==> config.mk <==
export PLATFORM = sky130hd
export DESIGN_NAME = flux_track_writer
export DESIGN_NICKNAME = d
export VERILOG_FILES = /design/src/rtl/flux_pkg.sv /design/src/rtl/flux_byte_merge.sv /design/src/rtl/flux_track_writer.sv
export SDC_FILE = /design/constraint.sdc
export NUM_CORES = 1
export LEC_CHECK = 0
export BUFFER_PORTS_ARGS = -buffer_cell sky130_fd_sc_hd__buf_2
export CAP_MARGIN = 20
export CORE_MARGIN = 2
export CORE_UTILIZATION = 62
export CTS_BUF_LIST = sky130_fd_sc_hd__clkbuf_4
export DETAILED_ROUTE_END_ITERATION = 6
export GPL_TIMING_DRIVEN = 0
export PLACE_DENSITY_LB_ADDON = 0.15
export SKIP_CTS_REPAIR_TIMING = 1
export SLEW_MARGIN = 10
export SYNTH_ARGS = -nofsm -noshare
export SYNTH_HDL_FRONTEND = slang
export SYNTH_SLANG_ARGS = --single-unit
==> constraint.sdc <==
create_clock -name CLK_14M -period 6.4 [get_ports CLK_14M]
set_input_delay 0.32 -clock CLK_14M [delete_from_list [all_inputs] [get_ports CLK_14M]]
set_output_delay 0.32 -clock CLK_14M [all_outputs]
set_load 0.02 [all_outputs]
==> src/rtl/flux_pkg.sv <==
// rtl/flux_pkg.sv - shared constants, state types and byte merge helper for the flux write path
package flux_pkg;

  // Bit-cell lengths in CLK_14M cycles: 2 us (3.5") and 4 us (5.25")
  localparam int CELL_CLKS_35  = 28;
  localparam int CELL_CLKS_525 = 56;

  // Head bit position width (covers the longest WOZ track)
  localparam int POS_W = 17;

  // Write session: idle, committing cells, draining the last partial byte
  typedef enum logic [1:0] {
    IDLE  = 2'd0,
    WRITE = 2'd1,
    DRAIN = 2'd2
  } sess_state_t;

  // Read-modify-write flush sequence
  typedef enum logic [1:0] {
    F_IDLE = 2'd0,
    F_RD   = 2'd1,
    F_WAIT = 2'd2,
    F_WR   = 2'd3
  } flush_state_t;

  // Replace only the masked bits of an existing track byte
  function automatic logic [7:0] merge_byte(input logic [7:0] old_b,
                                            input logic [7:0] new_b,
                                            input logic [7:0] mask);
    return (old_b & ~mask) | (new_b & mask);
  endfunction

endpackage

==> src/rtl/flux_byte_merge.sv <==
// rtl/flux_byte_merge.sv - three-cycle read-modify-write flush engine with a one-deep pending slot
module flux_byte_merge
  import flux_pkg::*;
#(
  parameter int AW = 14
) (
  input  logic          i_clk,
  input  logic          i_rst,
  input  logic          i_req,
  input  logic [AW-1:0] i_addr,
  input  logic [7:0]    i_data,
  input  logic [7:0]    i_mask,
  input  logic [7:0]    i_rdata,
  output logic [AW-1:0] o_addr,
  output logic [7:0]    o_wdata,
  output logic          o_we,
  output logic          o_busy
);

  flush_state_t  r_state;
  logic [AW-1:0] r_addr;
  logic [7:0]    r_data;
  logic [7:0]    r_mask;
  logic [7:0]    r_wdata;
  logic          r_we;
  logic          r_pend_vld;
  logic [AW-1:0] r_pend_addr;
  logic [7:0]    r_pend_data;
  logic [7:0]    r_pend_mask;

  // Flush sequencer: RD presents the address, WAIT covers BRAM latency and
  // computes the merge, WR holds the strobe for one cycle; then the pending
  // slot, if occupied, starts the next sequence back to back.
  always_ff @(posedge i_clk or posedge i_rst) begin
    if (i_rst) begin
      r_state     <= F_IDLE;
      r_addr      <= '0;
      r_data      <= '0;
      r_mask      <= '0;
      r_wdata     <= '0;
      r_we        <= 1'b0;
      r_pend_vld  <= 1'b0;
      r_pend_addr <= '0;
      r_pend_data <= '0;
      r_pend_mask <= '0;
    end else begin
      r_we <= 1'b0;
      case (r_state)
        F_IDLE: begin
          if (i_req) begin
            r_addr  <= i_addr;
            r_data  <= i_data;
            r_mask  <= i_mask;
            r_state <= F_RD;
          end
        end
        F_RD: begin
          r_state <= F_WAIT;
        end
        F_WAIT: begin
          r_wdata <= merge_byte(i_rdata, r_data, r_mask);
          r_we    <= 1'b1;
          r_state <= F_WR;
        end
        F_WR: begin
          if (r_pend_vld) begin
            r_addr     <= r_pend_addr;
            r_data     <= r_pend_data;
            r_mask     <= r_pend_mask;
            r_pend_vld <= 1'b0;
            r_state    <= F_RD;
          end else begin
            r_state <= F_IDLE;
          end
        end
        default: r_state <= F_IDLE;
      endcase
      // A request that lands while a sequence is running parks here; a later
      // assignment overrides the slot release above when both happen in F_WR.
      if (i_req && (r_state != F_IDLE)) begin
        r_pend_vld  <= 1'b1;
        r_pend_addr <= i_addr;
        r_pend_data <= i_data;
        r_pend_mask <= i_mask;
      end
    end
  end

  assign o_addr  = r_addr;
  assign o_wdata = r_wdata;
  assign o_we    = r_we;
  assign o_busy  = (r_state != F_IDLE) | r_pend_vld;

endmodule

==> src/rtl/flux_track_writer.sv <==
// rtl/flux_track_writer.sv - samples IWM write flux per bit cell and merges WOZ bits into the track BRAM (optional FLUX_WRITE_STATS_EN)
module flux_track_writer
  import flux_pkg::*;
#(
  parameter int CLKS_PER_BIT_35  = CELL_CLKS_35,
  parameter int CLKS_PER_BIT_525 = CELL_CLKS_525,
  parameter int BRAM_AW          = 14
) (
  input  logic               CLK_14M,
  input  logic               RESET,
  input  logic               IS_35_INCH,
  input  logic               WRITE_ACTIVE,
  input  logic               FLUX_WRITE,
  input  logic               MOTOR_SPINNING,
  input  logic               TRACK_LOADED,
  input  logic               WRITE_PROTECT,
  input  logic [POS_W-1:0]   BIT_POSITION,
  input  logic [31:0]        TRACK_BIT_COUNT,
  output logic [BRAM_AW-1:0] BRAM_ADDR,
  input  logic [7:0]         BRAM_RDATA,
  output logic [7:0]         BRAM_WDATA,
  output logic               BRAM_WE,
  output logic [POS_W-1:0]   WR_BIT_POS,
  output logic               TRACK_DIRTY,
  input  logic               DIRTY_CLEAR,
  output logic               BUSY,
  output logic [POS_W-1:0]   BITS_WRITTEN
);

  localparam int CNT_MAX = (CLKS_PER_BIT_525 > CLKS_PER_BIT_35) ? CLKS_PER_BIT_525 : CLKS_PER_BIT_35;
  localparam int CNT_W   = $clog2(CNT_MAX);
  localparam logic [CNT_W-1:0] LAST_35  = CNT_W'(CLKS_PER_BIT_35 - 1);
  localparam logic [CNT_W-1:0] LAST_525 = CNT_W'(CLKS_PER_BIT_525 - 1);

  sess_state_t      r_state;
  logic [POS_W-1:0] r_pos;
  logic [CNT_W-1:0] r_cnt;
  logic             r_cell_35;
  logic             r_cell_bit;
  logic [7:0]       r_data;
  logic [7:0]       r_mask;
  logic             r_en_d;
  logic             r_flux_d;
  logic             r_dirty;

  logic               w_en;
  logic [31:0]        w_pos_inc;
  logic               w_wrap;
  logic [POS_W-1:0]   w_pos_nx;
  logic [POS_W-1:0]   w_start_pos;
  logic [CNT_W-1:0]   w_cell_last;
  logic               w_commit;
  logic               w_flux_edge;
  logic               w_bit;
  logic [7:0]         w_bit_sel;
  logic [7:0]         w_data_nx;
  logic [7:0]         w_mask_nx;
  logic               w_flush_commit;
  logic               w_flush_drain;
  logic               w_fl_req;
  logic [7:0]         w_fl_data;
  logic [7:0]         w_fl_mask;
  logic [13:0]        w_byte_idx;
  logic [BRAM_AW-1:0] w_fl_addr;
  logic [BRAM_AW-1:0] w_fe_addr;
  logic [7:0]         w_fe_wdata;
  logic               w_fe_we;
  logic               w_fe_busy;

  assign w_en = WRITE_ACTIVE & MOTOR_SPINNING & TRACK_LOADED & ~WRITE_PROTECT &
                (TRACK_BIT_COUNT != 32'd0);

  // Track position arithmetic; the track length can be any bit count, so
  // wrap is an explicit compare rather than a power-of-two rollover.
  assign w_pos_inc   = {{(32-POS_W){1'b0}}, r_pos} + 32'd1;
  assign w_wrap      = (w_pos_inc == TRACK_BIT_COUNT);
  assign w_pos_nx    = w_wrap ? '0 : w_pos_inc[POS_W-1:0];
  assign w_start_pos = ({{(32-POS_W){1'b0}}, BIT_POSITION} >= TRACK_BIT_COUNT) ? '0 : BIT_POSITION;

  // Cell length is frozen at cell start so a mid-cell drive-type change
  // cannot stretch or truncate the cell in progress.
  assign w_cell_last = r_cell_35 ? LAST_35 : LAST_525;
  assign w_commit    = (r_state == WRITE) & w_en & (r_cnt == w_cell_last);

  // An edge seen in the commit cycle itself still belongs to this cell
  assign w_flux_edge = FLUX_WRITE ^ r_flux_d;
  assign w_bit       = r_cell_bit | w_flux_edge;
  assign w_bit_sel   = 8'h80 >> r_pos[2:0];
  assign w_data_nx   = w_bit ? (r_data | w_bit_sel) : (r_data & ~w_bit_sel);
  assign w_mask_nx   = r_mask | w_bit_sel;

  assign w_flush_commit = w_commit & ((w_pos_nx[2:0] == 3'd0) | w_wrap);
  assign w_flush_drain  = (r_state == WRITE) & ~w_en & (r_mask != 8'h00);
  assign w_fl_req       = w_flush_commit | w_flush_drain;
  assign w_fl_data      = w_flush_drain ? r_data : w_data_nx;
  assign w_fl_mask      = w_flush_drain ? r_mask : w_mask_nx;
  assign w_byte_idx     = r_pos[POS_W-1:3];
  assign w_fl_addr      = BRAM_AW'(w_byte_idx);

  // Session FSM: cell timing, bit accumulation and hand-off of full or
  // trailing partial bytes to the flush engine.
  always_ff @(posedge CLK_14M or posedge RESET) begin
    if (RESET) begin
      r_state    <= IDLE;
      r_pos      <= '0;
      r_cnt      <= '0;
      r_cell_35  <= 1'b0;
      r_cell_bit <= 1'b0;
      r_data     <= '0;
      r_mask     <= '0;
      r_en_d     <= 1'b0;
      r_flux_d   <= 1'b0;
    end else begin
      r_en_d   <= w_en;
      r_flux_d <= FLUX_WRITE;
      case (r_state)
        IDLE: begin
          if (w_en && !r_en_d) begin
            r_state    <= WRITE;
            r_pos      <= w_start_pos;
            r_cnt      <= '0;
            r_cell_35  <= IS_35_INCH;
            r_cell_bit <= 1'b0;
            r_data     <= '0;
            r_mask     <= '0;
          end
        end
        WRITE: begin
          if (!w_en) begin
            // Partial cell is dropped; committed bits leave via the drain flush
            r_state    <= DRAIN;
            r_cnt      <= '0;
            r_cell_bit <= 1'b0;
            r_data     <= '0;
            r_mask     <= '0;
          end else if (w_commit) begin
            r_pos      <= w_pos_nx;
            r_cnt      <= '0;
            r_cell_35  <= IS_35_INCH;
            r_cell_bit <= 1'b0;
            if (w_flush_commit) begin
              r_data <= '0;
              r_mask <= '0;
            end else begin
              r_data <= w_data_nx;
              r_mask <= w_mask_nx;
            end
          end else begin
            r_cnt <= r_cnt + CNT_W'(1);
            if (w_flux_edge) begin
              r_cell_bit <= 1'b1;
            end
          end
        end
        DRAIN: begin
          if (!w_fe_busy) begin
            r_state <= IDLE;
          end
        end
        default: r_state <= IDLE;
      endcase
    end
  end

  flux_byte_merge #(
    .AW(BRAM_AW)
  ) u_merge (
    .i_clk   (CLK_14M),
    .i_rst   (RESET),
    .i_req   (w_fl_req),
    .i_addr  (w_fl_addr),
    .i_data  (w_fl_data),
    .i_mask  (w_fl_mask),
    .i_rdata (BRAM_RDATA),
    .o_addr  (w_fe_addr),
    .o_wdata (w_fe_wdata),
    .o_we    (w_fe_we),
    .o_busy  (w_fe_busy)
  );

  // Dirty flag: a write in the same cycle as a clear must not be lost
  always_ff @(posedge CLK_14M or posedge RESET) begin
    if (RESET) begin
      r_dirty <= 1'b0;
    end else if (w_fe_we) begin
      r_dirty <= 1'b1;
    end else if (DIRTY_CLEAR) begin
      r_dirty <= 1'b0;
    end
  end

`ifdef FLUX_WRITE_STATS_EN
  logic [POS_W-1:0] r_bits;

  // Committed-bit counter, saturating, restarted with each dirty clear
  always_ff @(posedge CLK_14M or posedge RESET) begin
    if (RESET) begin
      r_bits <= '0;
    end else if (DIRTY_CLEAR) begin
      r_bits <= w_commit ? POS_W'(1) : '0;
    end else if (w_commit && (r_bits != {POS_W{1'b1}})) begin
      r_bits <= r_bits + POS_W'(1);
    end
  end

  assign BITS_WRITTEN = r_bits;
`else
  assign BITS_WRITTEN = '0;
`endif

  assign BRAM_ADDR   = w_fe_addr;
  assign BRAM_WDATA  = w_fe_wdata;
  assign BRAM_WE     = w_fe_we;
  assign WR_BIT_POS  = r_pos;
  assign TRACK_DIRTY = r_dirty;
  assign BUSY        = (r_state != IDLE) | w_fe_busy;

endmodule

==> metrics, run 1 <==
Util after Layout=0.733; multi-input logic area=around 3700 µm²; skew final=~14 ps; Mean Syn Cell Area=around 10 µm²; leakage power total=about 4.2 nW; final setup fails=0; commonest non-fill, non-tap cell in the layout=buf_2; Tightest Hold Check Type=in2reg; DRC Markers=0; Worst R2R Path Depth=11; FMAX=269 MHz; crit path kind=reg2reg; Critical Path Fanout Max=10; Vias/cell=5.90; CTS max path bufs=2; max incr delay on CP=around 550 ps; top_reg_cell synth=dfrtp_1; CTS tree=built; Yosys cell types=68; CORE AREA=about 11000 µm²; number of global-route vias before repair=6129; critical path, cell by cell=ha_1 > nand3_1 > buf_2 > nor2_1 > nand4_1 > xnor2_1 > nor4_2 > nand4bb_1 > a21oi_1 > buf_2 > mux2_2; Mapped Area=~7100 µm²; Sum Neg Setup Slack=0 ps; post-route ant nets=0; total wire length=18.6 mm; Sink Count=roughly 120; ratio of cells with drive above 1 in the final layout=0.294; YS warnings=0; WHS Path Cells=3; Cells after DPL=around 970; count of final hold-check violations=0; TritonRoute pass-1 iters=5; CTS root buf=clkbuf_4; GRT overflow=0; row cnt=39; GRT Overall Usage=0.309; die area=12300 µm²; status=finished clean; RePlAce Congestion=around 1; async set or reset register ratio after synthesis=1.00; Tcrit/Tclk final=0.582; register area=roughly 3000 µm²; max_slew headroom=0.460; Area Overhead vs Synth=16.4%; RSZ-0062 raised after global routing=false; Antenna diodes=0; Max stage delay cell, worst path=dfrtp_1; initial antenna violation count=0; initial core utilization=0.630; max cap viols=0; H-tree Lvls=4; Top-Level Pins=125; chip height=about 110 µm; worst vdd ir=approximately 220 µV; WL per Instance=~19 µm; post-layout net count=942; worst skew pair latency=540 ps; Seq/Total Area, Yosys=0.416; Final Max Slew Viols=0; CP Launch Type=register; Via Count=5927; Post-synth EDFFs=0; Tmin final=3720 ps; first-pass GRT wire length=between 30 and 40 mm; CP dominant cell by count=buf_2; clock-pin slew on the worst setup and hold paths=roughly 110 ps; dpl cell area=~8000 µm²; Post-Syn Instances=approximately 700; CTS Buf Count=17; Req. time, crit path=6830 ps; die width=111 µm; Worst-Margin Slew=808 ps; First DRT Iteration DRCs=467; hpwl dp=approximately 14 mm; PwrDens=slightly below 300 nW/µm²; Worst Setup End Kind=register; final cell count without fillers=between 1000 and 1500; most frequent cells in the layout=121 x buf_2, 118 x dfrtp_1, 53 x nand2_1; IO buf count=107; fillers=about 830; Final Cell Area=~8300 µm²; largest net degree at the start of global routing=82; Yosys reg bits=between 100 and 150; Critical Path AT=~4200 ps
==> critical path: cells and delay by family, from the launching register on <==
kind / cells / cell delay [ps]
simple gates: 5 / 1250
mux: 1 / 380
buf+inv: 2 / 580
flops: 1 / 550
compound gates: 1 / 320
fa+ha+maj: 1 / 300
xor+xnor: 1 / 240
==> flip-flops by register name (all words and copies together), names as in the netlist <==
| signal | count |
|---|---|
| u_merge.r_pend_vld | 1 |
| u_merge.o_wdata | 8 |
| u_merge.r_pend_data | 8 |
| r_mask | 8 |
| u_merge.o_we | 1 |
| u_merge.o_addr | 14 |
| r_cell_35 | 1 |
| r_state | 2 |
| WR_BIT_POS | 17 |
| u_merge.r_data | 8 |
| r_flux_d | 1 |
| u_merge.r_mask | 8 |
| r_data | 8 |
| u_merge.r_pend_addr | 14 |
| r_en_d | 1 |
| r_cnt | 6 |
| u_merge.r_state | 2 |
| TRACK_DIRTY | 1 |
| u_merge.r_pend_mask | 8 |
| r_cell_bit | 1 |
==> area by class of cell <==
type / instances / share of cell area
multi-input cells: 493 / 0.448
flip-flops and latches: 118 / 0.357
repair buffers: 112 / 0.0724
plain buffers: 54 / 0.0384
inverters: 52 / 0.0242
clock inverters: 14 / 0.0221
well taps: 143 / 0.0216
clock buffers: 18 / 0.0163
==> Yosys cell counts, types with 3 or more instances <==
| master | instances | share of area |
|---|---|---|
| ha_1 | 28 | 0.049 |
| or2_2 | 4 | 0.0035 |
| nor3_1 | 13 | 0.0092 |
| xnor2_1 | 13 | 0.016 |
| o2bb2ai_1 | 8 | 0.0099 |
| or4_1 | 3 | 0.0032 |
| nand2_1 | 53 | 0.028 |
| or3_1 | 4 | 0.0035 |
| a211o_1 | 3 | 0.0037 |
| nand2b_1 | 5 | 0.0044 |
| nand3_1 | 36 | 0.025 |
| a21o_1 | 7 | 0.0074 |
| mux2_1 | 8 | 0.013 |
| mux2_2 | 41 | 0.065 |
| buf_2 | 13 | 0.0092 |
| a32oi_1 | 3 | 0.0037 |
| nand4_1 | 10 | 0.0088 |
| a21oi_1 | 25 | 0.018 |
| and3_1 | 6 | 0.0053 |
| dfrtp_1 | 118 | 0.42 |
| xor2_1 | 11 | 0.014 |
| a211oi_1 | 4 | 0.0042 |
| clkbuf_1 | 15 | 0.0079 |
| mux2i_1 | 36 | 0.051 |
| o21ai_0 | 27 | 0.019 |
| buf_4 | 20 | 0.021 |
| mux2_4 | 21 | 0.044 |
| nor2_1 | 36 | 0.019 |
| inv_1 | 52 | 0.027 |
| a22oi_1 | 13 | 0.014 |
| o22ai_1 | 4 | 0.0035 |
| buf_6 | 3 | 0.0048 |
| nor4_1 | 12 | 0.011 |
==> through the flow <==
step                setup slack, ps  hold slack, ps  power (W)
finish                         2680            36.2    0.00243
global route                   2440            35.1    0.00255
CTS                            2730            -247    0.00242
detailed placement             2710             345    0.00182
global placement               1640             428    0.00179
floorplan                      2950             351    0.00153
==> power by group <==
group	internal, W	total [W]	switching [W]	leakage, nW
Combinational	0.000347	0.000936	0.000589	2.54
Clock	0.000311	0.000607	0.000296	0.165
Sequential	0.000804	0.000890	0.0000860	1.49
==> cells by family after synthesis <==
group	count (synthesis)	share of synthesized area
AND/OR/NAND/NOR	200	0.145
multiplexers	106	0.173
other	1	0.000528
adder cells (fa/ha/maj)	28	0.0493
buffers and inverters	106	0.0722
AO/OA/AOI/OAI	117	0.112
XOR/XNOR	25	0.0319
flip-flops	118	0.416
==> routing by layer <==
layer	GRT usage	part of all wire	vias to the layer above
met5	0	0	-
met4	0.115	0.022	0
met3	0.0601	0.066	45
met2	0.522	0.49	265
met1	0.396	0.43	2846
li1	-	-	2771
==> path summary, 6_finish.rpt <==
check	to	from	slack [ps]
hold reg to reg	TRACK_DIRTY	u_merge.o_we	470
setup reg to reg	u_merge.r_pend_addr[6]	WR_BIT_POS[0]	2680
setup / recovery	u_merge.r_pend_addr[6]	WR_BIT_POS[0]	2680
max in group asynchronous	u_merge.r_pend_mask[3]	RESET	5350
hold / removal	WR_BIT_POS[0]	BIT_POSITION[0]	40
min in group asynchronous	u_merge.r_pend_mask[1]	RESET	320
No activity file was read; power rests on OpenSTA's default activity.
==> run 2, diff against run 1 <==
--- a/config.mk
+++ b/config.mk
@@ -5,10 +5,11 @@
 export SDC_FILE = /design/constraint.sdc
 export NUM_CORES = 1
 export LEC_CHECK = 0
+export ABC_AREA = 1
 export BUFFER_PORTS_ARGS = -buffer_cell sky130_fd_sc_hd__buf_2
 export CAP_MARGIN = 20
 export CORE_MARGIN = 2
-export CORE_UTILIZATION = 62
+export CORE_UTILIZATION = 53
 export CTS_BUF_LIST = sky130_fd_sc_hd__clkbuf_4
 export DETAILED_ROUTE_END_ITERATION = 6
 export GPL_TIMING_DRIVEN = 0
==> constraint.sdc (replaced) <==
create_clock -name CLK_14M -period 3.4 [get_ports CLK_14M]
set_input_delay 0.17 -clock CLK_14M [delete_from_list [all_inputs] [get_ports CLK_14M]]
set_output_delay 0.17 -clock CLK_14M [all_outputs]
set_load 0.02 [all_outputs]
==> metrics, run 2 <==
die width=122 µm (was 111 µm); first-pass GRT wire length=31.4 mm (was 30.2 mm); top cells by count, synth=344 x nand2_1, 118 x dfrtp_1, 95 x o21ai_0, 83 x inv_1, 63 x nand3_1 (was 118 x dfrtp_1, 53 x nand2_1, 52 x inv_1, 41 x mux2_2); final setup fails=0 (unchanged); H-tree Lvls=4 (unchanged); WL per Instance=14.1 µm (was 18.5 µm); post-layout net count=1248 (was 942); Worst Setup End Kind=register (unchanged); CORE AREA=13700 µm² (was 11300 µm²); First DRT Iteration DRCs=622 (was 467); Worst R2R Start=WR_BIT_POS[0] (unchanged); CTS max path bufs=2 (unchanged); Area contributors post-synth=dfrtp_1 40%, nand2_1 18%, o21ai_0 6.5%, ha_1 4.8%, nand3_1 4.3% (was dfrtp_1 42%, mux2_2 6.5%, mux2i_1 5.1%, ha_1 4.9%, mux2_4 4.4%); Vias/cell=5.18 (was 5.90); Internal=0.00345 W (was 0.00146 W); row cnt=43 (was 39); GRT overflow=0 (unchanged); register area=2950 µm² (unchanged); worst skew pair latency=560 ps (was 540 ps); chip height=122 µm (was 111 µm); PwrDens=779 nW/µm² (was 294 nW/µm²); Hold WS=-12.0 ps (was 36.2 ps); max FFs per register=17 (unchanged); Yosys cell types=41 (was 68); CTS root buf=clkbuf_4 (unchanged); IO buf count=107 (unchanged); top_reg_cell synth=dfrtp_1 (unchanged); total wire length=19.0 mm (was 18.6 mm); Tmin final=2820 ps (was 3720 ps); FMAX=355 MHz (was 269 MHz); RePlAce Congestion=0.914 (was 1.00); Setup crit start=WR_BIT_POS[0] (unchanged); Mapped Area=7350 µm² (was 7100 µm²); reg2reg end=u_merge.r_pend_mask[1] (was u_merge.r_pend_addr[6]); skew final=19.0 ps (was 14.3 ps); max cap viols=0 (unchanged); max_slew headroom=0.533 (was 0.460); CTS tree=built (unchanged); most frequent cells in the layout=344 x nand2_1, 118 x dfrtp_1, 108 x buf_2 (was 121 x buf_2, 118 x dfrtp_1, 53 x nand2_1); TritonRoute pass-1 iters=7 (was 5); fillers=1317 (was 833); area share of the largest cell type after synthesis=0.402 (was 0.416); status=finished with violations (was finished clean); Cells after DPL=1303 (was 969); count of final hold-check violations=1 (was 0); YS warnings=0 (unchanged); Flop pwr share=0.340 (was 0.366); Req. time, crit path=3830 ps (was 6830 ps); sw frac=0.484 (was 0.399); Critical Path Fanout Max=10 (unchanged); Final Max Slew Viols=0 (unchanged); Yosys reg bits=118 (unchanged); setup slack, reg-to-reg=580 ps (was 2680 ps); DRC Markers=0 (unchanged); Worst R2R Path Depth=18 (was 11); Mean Syn Cell Area=7.36 µm² (was 10.1 µm²); most numerous cell in the Yosys netlist=nand2_1 (was dfrtp_1); WHS Path Cells=5 (was 3); async set or reset register ratio after synthesis=1.00 (unchanged); multi-input logic area=3770 µm² (was 3700 µm²); Worst-Margin Slew=694 ps (was 808 ps); RSZ-0062 raised after global routing=false (unchanged); clock network power share=0.144 (was 0.249); CTS Buf Count=17 (unchanged); ratio of cells with drive above 1 in the final layout=0.182 (was 0.294); largest net degree at the start of global routing=61 (was 82); worst hold start=BIT_POSITION[9] (was BIT_POSITION[0]); Post-synth EDFFs=0 (unchanged); initial core utilization=0.536 (was 0.630); worst vdd ir=352 µV (was 221 µV); die area=14800 µm² (was 12300 µm²); Area Overhead vs Synth=16.8% (was 16.4%); number of global-route vias before repair=6530 (was 6129); WHS Endpoint=WR_BIT_POS[9] (was WR_BIT_POS[0]); Post-Syn Instances=999 (was 701); clock-pin slew on the worst setup and hold paths=110 ps (about the same); GRT Overall Usage=0.270 (was 0.309); final cell count without fillers=1348 (was 1004); largest area contributor in the synthesized netlist=dfrtp_1 (unchanged); post-route ant nets=0 (unchanged); Seq/Total Area, Yosys=0.402 (was 0.416); hpwl dp=14.8 mm (was 13.8 mm); Via Count=6981 (was 5927); Critical Path AT=3250 ps (was 4150 ps); initial antenna violation count=1 (was 0); combinational share of power=0.516 (was 0.385); commonest non-fill, non-tap cell in the layout=nand2_1 (was buf_2); NetSw=0.00324 W (was 0.000971 W); CP Launch Type=register (unchanged); violated checks=negative hold slack; Top-Level Pins=125 (unchanged); Tightest Hold Check Type=in2reg (unchanged); crit path kind=reg2reg (unchanged); leakage power total=4.43 nW (was 4.20 nW); Tcrit/Tclk final=0.829 (was 0.582); Sink Count=118 (unchanged)
-- run 2: changes by cell type after synthesis, moves of 12 or more --
cell	previous run	this run
nand4_1	10	46
mux2_2	41	0
o21ai_0	27	95
a22oi_1	13	0
o21ai_2	0	17
nand2_1	53	344
xnor2_1	13	0
buf_2	13	1
nor2_1	36	54
nand3_1	36	63
inv_1	52	83
mux2_4	21	0
mux2i_1	36	1
-- run 2: cell families (layout without fill, tap and decap cells) --
logic type,after synthesis,count (layout),share of synthesized area
adders and majority gates,28,28,0.0477
muxes,1,1,0.00136
and+or+nand+nor,542,542,0.325
other,1,18,0.000510
xor gates and xnor gates,2,2,0.00426
AOI/OAI and AO/OA,164,164,0.126
DFF,118,118,0.402
buffers and inverters,143,295,0.0931
-- run 2: worst max path at each step --
stage	end	slack, ps
4_1_cts	u_merge.o_addr[12]	570
3_5_place_dp	u_merge.r_mask[6]	570
2_1_floorplan	TRACK_DIRTY	100
6_report	u_merge.r_pend_mask[1]	580
5_1_grt	u_merge.r_data[3]	240
3_3_place_gp	WR_BIT_POS[11]	-1290
-- run 2: cell type report --
| class | count | area share |
|---|---|---|
| buffer | 55 | 0.0413 |
| timing repair buffer | 120 | 0.0796 |
| multi-input combinational | 754 | 0.439 |
| clock inverter | 13 | 0.0133 |
| sequential | 118 | 0.344 |
| inverter | 88 | 0.0391 |
| antenna | 1 | 0.000292 |
| tap | 180 | 0.0262 |
| clock buffer | 19 | 0.0166 |
-- run 2: per-stage QoR --
| stage | worst slack, ps | TNS, ps | power [W] | utilization | cell area (µm²) |
|---|---|---|---|---|---|
| 6_report | 581 | 0 | 0.00669 | 0.625 | 8580 |
| 5_1_grt | 240 | 0 | 0.00728 | 0.625 | 8580 |
| 4_1_cts | 572 | 0 | 0.00668 | 0.617 | 8460 |
| 3_5_place_dp | 572 | 0 | 0.00571 | 0.598 | 8200 |
| 3_3_place_gp | -1290 | -150960 | 0.00562 | 0.595 | 8170 |
| 2_1_floorplan | 101 | 0 | 0.00469 | - | 7410 |
-- run 2: critical path, cell delays in order (launching register included) --
cell and delay (ps):
dfrtp_1 470, ha_1 300, ha_1 360, inv_1 70, nand2_1 60, nand3_1 60, nor2_1 130, nand4_1 100
nor2_1 130, nand3_2 100, nor2_4 110, nand2_2 80, nand2_4 140, nand2_4 90, nand2_4 70, nand2_4 110
buf_4 190, nand2_1 70, o21ai_2 50
-- run 2: metal layers --
| layer | track usage | wire length, µm | vias up |
|---|---|---|---|
| met4 | 0.0948 | 397 | 0 |
| met5 | 0 | 0 | - |
| met3 | 0.0566 | 1070 | 35 |
| li1 | - | - | 3589 |
| met1 | 0.367 | 8900 | 3124 |
| met2 | 0.428 | 8650 | 233 |
-- run 2: power by group through the flow --
stage          clock, W  sequential (W)  combinational (W)
6_report       0.000966         0.00227            0.00345
3_3_place_gp          0         0.00228            0.00334
3_5_place_dp          0         0.00229            0.00342
4_1_cts        0.000981         0.00226            0.00344
5_1_grt         0.00105         0.00234            0.00390
2_1_floorplan         0         0.00249            0.00221
==> run 3, diff against run 2 <==
--- a/config.mk
+++ b/config.mk
@@ -5,11 +5,11 @@
 export SDC_FILE = /design/constraint.sdc
 export NUM_CORES = 1
 export LEC_CHECK = 0
-export ABC_AREA = 1
+export ABC_AREA = 0
 export BUFFER_PORTS_ARGS = -buffer_cell sky130_fd_sc_hd__buf_2
 export CAP_MARGIN = 20
 export CORE_MARGIN = 2
-export CORE_UTILIZATION = 53
+export CORE_UTILIZATION = 58
 export CTS_BUF_LIST = sky130_fd_sc_hd__clkbuf_4
 export DETAILED_ROUTE_END_ITERATION = 6
 export GPL_TIMING_DRIVEN = 0
==> constraint.sdc (replaced) <==
create_clock -name CLK_14M -period 2.6 [get_ports CLK_14M]
set_input_delay 0.13 -clock CLK_14M [delete_from_list [all_inputs] [get_ports CLK_14M]]
set_output_delay 0.13 -clock CLK_14M [all_outputs]
set_load 0.02 [all_outputs]
==> metrics, run 3 (synthesis gave the netlist of run 1 again) <==
Worst R2R Path Depth=11 (was 18); DRC Markers=0 (unchanged); Sink Count=118 (unchanged); H-tree Lvls=4 (unchanged); Area Overhead vs Synth=33.9% (was 16.8%); setup slack, reg-to-reg=-770 ps (was 580 ps); WL per Instance=19.4 µm (was 14.1 µm); status=finished with violations (unchanged); worst path bufs/invs=2 (unchanged); worst vdd ir=451 µV (was 352 µV); post-route ant nets=0 (unchanged); total wire length=20.9 mm (was 19.0 mm); skew final=23.9 ps (was 19.0 ps); CTS max path bufs=2 (unchanged); Req. time, crit path=3060 ps (was 3830 ps); Worst Setup EP=u_merge.o_addr[4] (was u_merge.r_pend_mask[1]); row cnt=40 (was 43); dpl cell area=8150 µm² (was 8200 µm²); ratio of cells with drive above 1 in the final layout=0.398 (was 0.182); Final WS setup=-767 ps (was 581 ps); Max stage delay cell, worst path=or4_4 (was dfrtp_1); fillers=736 (was 1317); critical path, cell by cell=ha_4 > nand3_4 > buf_6 > or4_4 > o21ai_4 > nand3_2 > nor4_4 > nand4bb_1 > a311o_2 > buf_4 > mux2_4 (was ha_1 > ha_1 > inv_1 > nand2_1 > nand3_1 > nor2_1 > nand4_1 > nor2_1 > nand3_2 > nor2_4 > nand2_2 > nand2_4 > nand2_4 > nand2_4 > nand2_4 > buf_4 > nand2_1 > o21ai_2); max incr delay on CP=550 ps (was 470 ps); multi-input logic area=4120 µm² (was 3770 µm²); PwrDens=703 nW/µm² (was 779 nW/µm²); Vias/cell=5.86 (was 5.18); count of final hold-check violations=0 (was 1); Top-Level Pins=125 (unchanged); critical path's top delay family=simple AND/OR/NAND/NOR gates (unchanged); overall power=0.00669 W (about the same); Tcrit/Tclk final=1.29 (was 0.829); CTS root buf=clkbuf_4 (unchanged); CTS Buf Count=17 (unchanged); RePlAce Congestion=0.972 (was 0.914); leakage power total=4.67 nW (was 4.43 nW); Critical Path Fanout Max=7 (was 10); most frequent cells in the layout=112 x buf_2, 107 x dfrtp_1, 50 x inv_1 (was 344 x nand2_1, 118 x dfrtp_1, 108 x buf_2); clock-pin slew on the worst setup and hold paths=130 ps (was 110 ps); max_slew headroom=0.466 (was 0.533); violated checks=negative setup slack (was negative hold slack); post-layout net count=1010 (was 1248); Worst-Margin Slew=800 ps (was 694 ps); worst skew pair latency=570 ps (was 560 ps); Worst Setup End Kind=register (unchanged); Cells after DPL=975 (was 1303); register area=2970 µm² (was 2950 µm²); die width=115 µm (was 122 µm); Final Cell Area=9510 µm² (was 8580 µm²); initial antenna violation count=0 (was 1); commonest non-fill, non-tap cell in the layout=buf_2 (was nand2_1); IO buf count=107 (unchanged); RSZ-0062 raised after global routing=true (was false); Worst R2R Start=WR_BIT_POS[1] (was WR_BIT_POS[0]); chip height=115 µm (was 122 µm); GRT Overall Usage=0.290 (was 0.270); initial core utilization=0.594 (was 0.536); Setup crit start=WR_BIT_POS[1] (was WR_BIT_POS[0]); WP depth=11 (was 18); final setup fails=96 (was 0); TritonRoute pass-1 iters=5 (was 7); crit path kind=reg2reg (unchanged); GRT overflow=0 (unchanged); Critical Path AT=3830 ps (was 3250 ps); CP Launch Type=register (unchanged); Via Count=6302 (was 6981); Final Max Slew Viols=0 (unchanged); Tmin final=3370 ps (was 2820 ps); number of global-route vias before repair=5949 (was 6530); First DRT Iteration DRCs=720 (was 622); max FFs per register=17 (unchanged); largest net degree at the start of global routing=39 (was 61); FMAX=297 MHz (was 355 MHz); CTS tree=built (unchanged); Tightest Hold Check Type=in2reg (unchanged); Antenna diodes=0 (was 1); hpwl dp=14.0 mm (was 14.8 mm); max cap viols=0 (unchanged); final cell count without fillers=1076 (was 1348); first-pass GRT wire length=29.5 mm (was 31.4 mm); CORE AREA=12000 µm² (was 13700 µm²); die area=13100 µm² (was 14800 µm²); reg2reg end=u_merge.o_addr[4] (was u_merge.r_pend_mask[1])
-- run 3: cell count changes in the layout (fill, tap and decap cells not counted), moves of 12 or more --
cell           delta
nand3_1          -45
dlygate4sd3_1    +17
mux2_4           +38
nand4_1          -36
buf_4            +28
o21ai_2          -15
a22oi_1          +12
nand3_2          +14
mux2i_1          +35
mux2_2           +30
o21ai_0          -74
nor2_1           -20
nand2_1         -297
inv_1            -32
-- run 3: layout make-up --
cell class / count / area share
Clock inverter: 15 / 0.0214
Inverter: 52 / 0.0209
Tap cell: 147 / 0.0193
Clock buffer: 17 / 0.0134
Multi-Input combinational cell: 493 / 0.433
Buffer: 52 / 0.0410
Timing Repair Buffer: 182 / 0.139
Sequential cell: 118 / 0.312
-- run 3: worst min-delay path by stage --
stage / startpoint / to / slack (ps) / cells past startpoint
final: TRACK_BIT_COUNT[17] / r_en_d / 30 / 3
after global routing: TRACK_BIT_COUNT[17] / r_en_d / 30 / 3
after CTS: RESET / u_merge.r_data[4] / -500 / 2
after detailed placement: RESET / u_merge.o_wdata[2] / 100 / 2
after global placement: FLUX_WRITE / r_flux_d / 260 / 1
after floorplan: FLUX_WRITE / r_flux_d / 160 / 0
-- run 3: where the power goes --
group	leakage (nW)	switching, W	total, W	internal [W]
clock network	0.171	0.000800	0.00157	0.000769
registers	1.48	0.000237	0.00223	0.00199
logic	3.02	0.00169	0.00289	0.00120
total	4.67	0.00272	0.00669	0.00396
-- run 3: routing by layer --
layer,track usage,part of all wire,routed length [µm]
met1,0.385,0.41,8470
met2,0.465,0.49,10300
met3,0.0630,0.070,1460
met4,0.115,0.031,649
met5,0,0,0
-- run 3: tightest hold or removal path, delay by kind of cell --
kind | cells | cell delay, ps
buffers and inverters | 2 | 250
AOI/OAI and AO/OA | 1 | 180
-- run 3: per-stage QoR --
step | setup slack, ps | TNS, ps | util | hold slack [ps]
4_1_cts | -767 | -62930 | 0.709 | -504
5_1_grt | -867 | -73540 | 0.795 | 32.4
2_1_floorplan | -481 | -28540 | - | 161
6_report | -767 | -63220 | 0.795 | 28.1
3_5_place_dp | -723 | -60050 | 0.681 | 99.5
3_3_place_gp | -1000 | -61140 | 0.675 | 264
